--- src/rtl/demux_1x4_stream_pkg.sv ---
// Shared constants and types for the 1-to-4 stream demultiplexer.
package demux_1x4_stream_pkg;

    localparam int NUM_CH = 4;
    localparam int CNT_W  = 8;

    typedef logic [1:0] ch_sel_t;

endpackage

--- src/rtl/demux_1x4_stream_slot.sv ---
// One-entry register slice for a single output channel, with a
// wrapping count of words delivered to its consumer.
module demux_slot
    import demux_1x4_stream_pkg::*;
#(
    parameter int WIDTH = 8
) (
    input  logic             clk,
    input  logic             rst_n,
    input  logic             in_valid,
    output logic             in_ready,
    input  logic [WIDTH-1:0] in_data,
    output logic             out_valid,
    input  logic             out_ready,
    output logic [WIDTH-1:0] out_data,
    output logic [CNT_W-1:0] out_count
);

    logic take;
    logic give;

    // A full slot can refill in the same cycle it drains, so there is no bubble.
    assign in_ready = rst_n && (!out_valid || out_ready);
    assign take     = in_valid && in_ready;
    assign give     = out_valid && out_ready;

    always_ff @(posedge clk) begin
        if (!rst_n) begin
            out_valid <= 1'b0;
            out_data  <= '0;
            out_count <= '0;
        end else begin
            if (give) begin
                out_count <= out_count + 1'b1;
            end
            if (take) begin
                out_valid <= 1'b1;
                out_data  <= in_data;
            end else if (give) begin
                out_valid <= 1'b0;
            end
        end
    end

endmodule

--- src/rtl/demux_1x4_stream.sv ---
// Registered 1-to-4 stream demultiplexer; each channel owns a one-entry
// slot so a stalled consumer only back-pressures words addressed to it.
module demux_1x4_stream
    import demux_1x4_stream_pkg::*;
#(
    parameter int WIDTH = 8
) (
    input  logic                    clk,
    input  logic                    rst_n,
    input  logic                    in_valid,
    output logic                    in_ready,
    input  logic [1:0]              in_sel,
    input  logic [WIDTH-1:0]        in_data,
    output logic [NUM_CH-1:0]       out_valid,
    input  logic [NUM_CH-1:0]       out_ready,
    output logic [NUM_CH*WIDTH-1:0] out_data,
    output logic [NUM_CH*CNT_W-1:0] out_count
);

    ch_sel_t           sel;
    logic [NUM_CH-1:0] slot_valid;
    logic [NUM_CH-1:0] slot_ready;

    assign sel      = ch_sel_t'(in_sel);
    assign in_ready = slot_ready[sel];

    for (genvar k = 0; k < NUM_CH; k++) begin : g_slot
        assign slot_valid[k] = in_valid && (sel == ch_sel_t'(k));

        demux_slot #(
            .WIDTH(WIDTH)
        ) u_slot (
            .clk       (clk),
            .rst_n     (rst_n),
            .in_valid  (slot_valid[k]),
            .in_ready  (slot_ready[k]),
            .in_data   (in_data),
            .out_valid (out_valid[k]),
            .out_ready (out_ready[k]),
            .out_data  (out_data[k*WIDTH +: WIDTH]),
            .out_count (out_count[k*CNT_W +: CNT_W])
        );
    end

endmodule

--- config.mk ---
export PLATFORM = sky130hd
export DESIGN_NAME = demux_1x4_stream
export DESIGN_NICKNAME = d
export VERILOG_FILES = /design/src/rtl/demux_1x4_stream_pkg.sv /design/src/rtl/demux_1x4_stream_slot.sv /design/src/rtl/demux_1x4_stream.sv
export SDC_FILE = /design/constraint.sdc
export NUM_CORES = 1
export LEC_CHECK = 0
export CORE_MARGIN = 4
export CORE_UTILIZATION = 45
export DETAILED_ROUTE_END_ITERATION = 12
export HOLD_SLACK_MARGIN = 0.02
export PLACE_DENSITY = 0.76
export RECOVER_POWER = 50
export SLEW_MARGIN = 15
export SYNTH_ARGS = -nofsm -noshare
export SYNTH_HDL_FRONTEND = slang
export SYNTH_SLANG_ARGS = --single-unit
--- constraint.sdc ---
create_clock -name clk -period 2.3 [get_ports clk]
set_clock_uncertainty 0.05 [all_clocks]
set_input_delay 0.23 -clock clk [delete_from_list [all_inputs] [get_ports clk]]
set_output_delay 0.23 -clock clk [all_outputs]
set_load 0.02 [all_outputs]
==> results of run 1 <==
## metal layers
metal / share of wire / vias up
li1: - / 1480
met1: 0.44 / 1388
met2: 0.46 / 116
met3: 0.078 / 14
met4: 0.020 / 0
met5: 0 / -
## cell usage after synthesis (2+ instances only)
| master | count |
|---|---|
| or4_1 | 7 |
| nand4_1 | 37 |
| buf_4 | 4 |
| o21ai_0 | 10 |
| or3_1 | 10 |
| nor2_1 | 13 |
| xor2_1 | 7 |
| a21oi_1 | 55 |
| o211ai_1 | 2 |
| nand2_1 | 17 |
| nand3_1 | 18 |
| nor2b_1 | 4 |
| clkbuf_1 | 13 |
| o21ai_1 | 2 |
| inv_1 | 6 |
| buf_2 | 9 |
| dfxtp_1 | 68 |
| buf_1 | 7 |
| ha_1 | 4 |
| nand2b_1 | 7 |
| o31ai_1 | 40 |
| inv_2 | 2 |
## flip-flops by register name (all words and copies together) (netlist names)
register	cells
g_slot.u_slot.out_data	32
g_slot.u_slot.out_count	32
g_slot.u_slot.out_valid	4
## worst paths after layout
check                                              startpoint                             to  depth (start not counted)
worst max register to register  g_slot[1].u_slot.out_count[0]  g_slot[1].u_slot.out_count[6]                          4
worst min register to register   g_slot[3].u_slot.out_data[6]   g_slot[3].u_slot.out_data[6]                          2
worst max-delay path                             out_ready[3]                       in_ready                          5
worst min-delay path             g_slot[3].u_slot.out_data[6]   g_slot[3].u_slot.out_data[6]                          2
## critical path: cells and delay by family
family | cells | cell delay (ns)
simple gates | 2 | 0.20
buf+inv | 2 | 0.85
mux | 1 | 0.46
## logic make-up after synthesis
kind of cell	after synthesis	synth area share
AO/OA/AOI/OAI	109	0.216
XOR/XNOR	8	0.0233
adder cells (fa/ha/maj)	4	0.0166
buffers and inverters	41	0.0598
flip-flops	68	0.452
multiplexers	2	0.0108
AND/OR/NAND/NOR	118	0.222
## stage by stage
stage	setup TNS (ns)	worst slack (ns)	instance area, sq um	hold WS (ns)	util
global route	0	0.153	4140	0.441	0.644
finish	0	0.270	4140	0.418	0.644
floorplan	0	0.607	3010	0.330	-
detailed placement	-0.0165	-0.0165	3950	0.411	0.614
CTS	0	0.258	4150	0.422	0.646
global placement	-0.0421	-0.0421	3950	0.405	0.614
## final cells by class
type	instances	area, sq um	area share
clock buffer	14	173	0.0417
sequential	68	1360	0.329
clock inverter	1	30.0	0.00726
timing repair buffer	103	975	0.236
inverter	8	30.0	0.00726
tap	77	96.3	0.0233
multi-input combinational	241	1470	0.356
## power by group through the flow
stage | Clock [mW] | Combinational, mW | Sequential [mW]
after global placement | 0 | 0.209 | 1.23
after global routing | 1.07 | 0.220 | 1.20
after floorplan | 0 | 0.0870 | 1.25
after detailed placement | 0 | 0.211 | 1.23
after CTS | 1.02 | 0.211 | 1.20
final | 0.995 | 0.205 | 1.20
## timing repair
action                                  CTS  global route
setup buffers                             0             0
endpoints found under the setup margin    1             0
hold endpoints to repair                  0             0
gates resized for setup                   1             0
==> results.py, run 1 <==
metrics = {
    "logic_synthesis": {
        "synthesis.nets": 371,
        "yosysWarningCount": 0,
        "yosys_register_bits": 68,
        "synth.distinct_cells": 30,
        "ys.flop_type": "dfxtp_1",
        "synth_edf_count": 0,
        "yosysSeqAreaShare": 0.452,
        "async_flop_share": 0,
        "syn_area_per_cell_sq_um": 8.61,
        "syn_inst": 350,
        "synth.area.top_cells": "dfxtp_1 (45%), o31ai_1 (10%), a21oi_1 (9.1%)",
        "synth_top_cell_by_area": "dfxtp_1",
        "synth_area_sq_um": 3010,
        "yosysTopAreaCellShare": 0.452,
    },
    "floorplanning": {
        "fp.dieH_um": 89.8,
        "core_sq_um": 6420,
        "die_w_um": 89.8,
        "placement_rows": 29,
        "die-area_sq_um": 8070,
        "initial_core_util": 0.469,
        "io_pins": 86,
    },
    "timing": {
        "fin_crit_sh": 0.882,
        "worstMarginPinSlew_ns": 1.30,
        "fin_crit_ns": 2.03,
        "hold_viol": 0,
        "drv_slew": 0,
        "fmaxAchievable_ghz": 0.493,
        "setup_viol": 0,
        "relSlewSlack": 0.131,
        "rsz0062_at_grt": "no",
    },
    "clock_network": {
        "cts_tree": "built",
        "clk_pin_slew_ns": 0.07,
        "cts_max_level": 3,
        "cts_hold_buf": 0,
        "clock_latency_ns": 0.33,
        "cts_buffers": 9,
        "cts_root_buf": "clkbuf_8",
        "cts_buffer_depth": 2,
        "clkSinkCount": 68,
    },
    "detailed_routing": {
        "ant_nets": 0,
        "wirelength_um": 8240,
        "vias": 2998,
        "drc_errors": 0,
        "drt_iter0_markers": 253,
        "firstDrtPassIters": 4,
        "via_per_inst": 5.86,
        "drt-wirelength-per-cell_um": 16.1,
    },
    "grt": {
        "use_met3": 0.0492,
        "busiest_layer": "met2",
        "grt_use_total": 0.205,
        "antenna_found_initial": 0,
        "grt_pass1_vias": 2826,
        "grt_max_degree": 65,
        "grt_remaining_overflow": 0,
        "grt_util_met1": 0.268,
        "met2_usage": 0.327,
        "grt_pass1_wl_um": 13700,
    },
    "power_and_ir_drop": {
        "p_clk_frac": 0.414,
        "p_int_mw": 1.86,
        "p_per_area_nw_per_um2": 581,
        "peakVddDrop_v": 0.000375,
        "power_frac_comb": 0.085,
        "power_switching_uw": 546,
        "p_seq_frac": 0.500,
        "p_total_mw": 2.40,
        "power_switching_share": 0.227,
        "p_leak_nw": 1.46,
    },
    "finish": {
        "final_cell_mix": "dfxtp_1 (68), a21oi_1 (55), clkdlybuf4s50_1 (50)",
        "drive_gt1_frac": 0.0736,
        "nFillCells": 570,
        "antenna_cells": 0,
        "nets": 452,
        "area_growth_pct": 37.3,
        "layout_commonest_cell": "dfxtp_1",
        "stdcell_count": 512,
    },
    "setup_path": {
        "required_ns": 2.02,
        "cp.arrival_ns": 1.75,
        "criticalPathCategory": "in2out",
        "path_max_fanout": 2,
        "regToRegSetupSlack_ns": 0.76,
        "crit_chain": "clkdlybuf4s50_1, nor2b_1, mux4_2, nor2_1, dlygate4sd2_1",
        "start_kind": "primary input",
        "cp_slowest_stage_delay_ns": 0.50,
        "critPathCaptureType": "output pin",
        "crit_slowest_cell": "clkdlybuf4s50_1",
    },
    "status": {
        "status": "finished, final reports clean",
    },
    "placement": {
        "io_buffer_count": 85,
        "hpwlAfterDp_um": 5620,
        "gp_congestion": 0.829,
        "placed_cells": 497,
    },
    "run": {
        "cap_violations": 0,
    },
    "hold_path": {
        "hp-class": "reg2reg",
    },
}
(Power assumes the default switching activity.)
==> run 2: changes to the inputs <==
Settings changed: CAP_MARGIN from default to 20, HOLD_SLACK_MARGIN 0.02 to default, RECOVER_POWER 50 to default.
==> run 2 against run 1 <==
Compared with the run above:
- critical path depth did not move
- cell count did not move
- flip-flop and latch count did not move
- via count rose by 0.20%
- sequential share of layout area fell by 0.079 points
- hold slack improved by 0.0020 ns
- register-to-register slack improved by 0.02 ns
==> results.py, run 2 (synthesized netlist as in run 1, its figures left out) <==
metrics = {
    "setup_path": {
        "rr_endpoint": "g_slot[1].u_slot.out_count[6]",
        "critPathLaunch": "out_ready[3]",
        "critPathCaptureType": "output pin",
        "r2r_cells": 4,
        "start_kind": "primary input",
        "path_max_fanout": 2,
        "reg2reg_from": "g_slot[1].u_slot.out_count[0]",
        "required_ns": 2.02,
        "cp.arrival_ns": 1.75,
        "regToRegSetupSlack_ns": 0.78,
        "criticalPathCategory": "in2out",
    },
    "finish": {
        "nets": 452,
        "final_cell_mix": "clkdlybuf4s50_1 (84), dfxtp_1 (68), a21oi_1 (55)",
        "antenna_cells": 0,
        "fin_area_sq_um": 4150,
        "top_regs": "g_slot.u_slot.out_count (32), g_slot.u_slot.out_data (32), g_slot.u_slot.out_valid (4)",
        "drive_gt1_frac": 0.0805,
        "area_growth_pct": 37.6,
        "layout_commonest_cell": "clkdlybuf4s50_1",
        "fin_util": 0.646,
    },
    "timing": {
        "fin_setup_tns_ns": 0,
        "relSlewSlack": 0.547,
        "fin_crit_ns": 2.03,
        "setup_viol": 0,
        "hold_viol": 0,
        "hold_ws_ns": 0.420,
        "fin_crit_sh": 0.882,
        "fmaxAchievable_ghz": 0.493,
        "rsz0062_at_grt": "no",
        "worstMarginPinSlew_ns": 0.680,
        "drv_slew": 0,
    },
    "floorplanning": {
        "io_pins": 86,
        "placement_rows": 29,
        "die-area_sq_um": 8070,
        "core_sq_um": 6420,
        "initial_core_util": 0.469,
        "die_w_um": 89.8,
        "fp.dieH_um": 89.8,
    },
    "placement": {
        "hpwlAfterDp_um": 5620,
        "placed_area_sq_um": 3950,
        "io_buffer_count": 85,
        "gp_congestion": 0.829,
    },
    "grt": {
        "grt_max_degree": 65,
        "grt_use_total": 0.205,
        "grt_pass1_wl_um": 13700,
        "grt_remaining_overflow": 0,
        "antenna_found_initial": 0,
        "grt_pass1_vias": 2826,
    },
    "detailed_routing": {
        "drt_iter0_markers": 227,
        "wirelength_um": 8260,
        "drt-wirelength-per-cell_um": 16.1,
        "drc_errors": 0,
        "ant_nets": 0,
        "firstDrtPassIters": 4,
        "via_per_inst": 5.87,
        "vias": 3004,
    },
    "clock_network": {
        "clkSinkCount": 68,
        "cts_max_level": 3,
        "cts_tree": "built",
        "cts_resized": 1,
        "cts_root_buf": "clkbuf_8",
        "cts_setup_buffers": 0,
        "clk_pin_slew_ns": 0.07,
        "cts_buffer_depth": 2,
        "cts_buffers": 9,
        "clock_latency_ns": 0.33,
        "cts_hold_buf": 0,
    },
    "hold_path": {
        "whs_endpoint": "g_slot[3].u_slot.out_data[6]",
        "hold_path_startpoint": "g_slot[3].u_slot.out_data[6]",
        "whs_path_depth": 2,
        "hp-class": "reg2reg",
    },
    "power_and_ir_drop": {
        "p_total_mw": 2.41,
        "peakVddDrop_v": 0.000376,
        "p_leak_nw": 1.36,
        "p_per_area_nw_per_um2": 581,
    },
    "run": {
        "cap_violations": 0,
    },
    "status": {
        "status": "finished, final reports clean",
    },
}
-- run 2: worst max-delay path by stage --
stage,to,slack (ns)
finish,in_ready,0.27
CTS,in_ready,0.26
global placement,in_ready,-0.04
detailed placement,in_ready,-0.02
floorplan,in_ready,0.61
global route,in_ready,0.22
-- run 2: area by class of cell --
cell class                 count  area, sq um
clock inverter                 1         30.0
sequential                    68         1360
timing repair buffer         103          985
tap                           77         96.3
fill                         567         2280
multi-input combinational    241         1470
inverter                       8         30.0
clock buffer                  14          173
-- run 2: where the power goes --
| part | switching (mW) | internal, mW |
|---|---|---|
| sequential | 0.00959 | 1.19 |
| combinational | 0.128 | 0.0840 |
| clock | 0.411 | 0.585 |
-- run 2: per-stage QoR --
stage / cells / setup slack [ns]
2_1_floorplan: 350 / 0.607
3_3_place_gp: 497 / -0.0421
3_5_place_dp: 497 / -0.0165
4_1_cts: 512 / 0.258
5_1_grt: 512 / 0.222
6_report: 512 / 0.271
-- run 2: layer usage --
metal | GRT usage | up-vias | wire length (um)
met1 | 0.268 | 1401 | 3750
met5 | 0 | - | 0
met4 | 0.0817 | 0 | 188
li1 | - | 1477 | -
met3 | 0.0492 | 18 | 612
met2 | 0.327 | 108 | 3710
-- run 2: critical path, cell delays in order --
cell and delay, ns:
clkdlybuf4s50_1 0.50, nor2b_1 0.08, mux4_2 0.46, nor2_1 0.12, dlygate4sd2_1 0.35
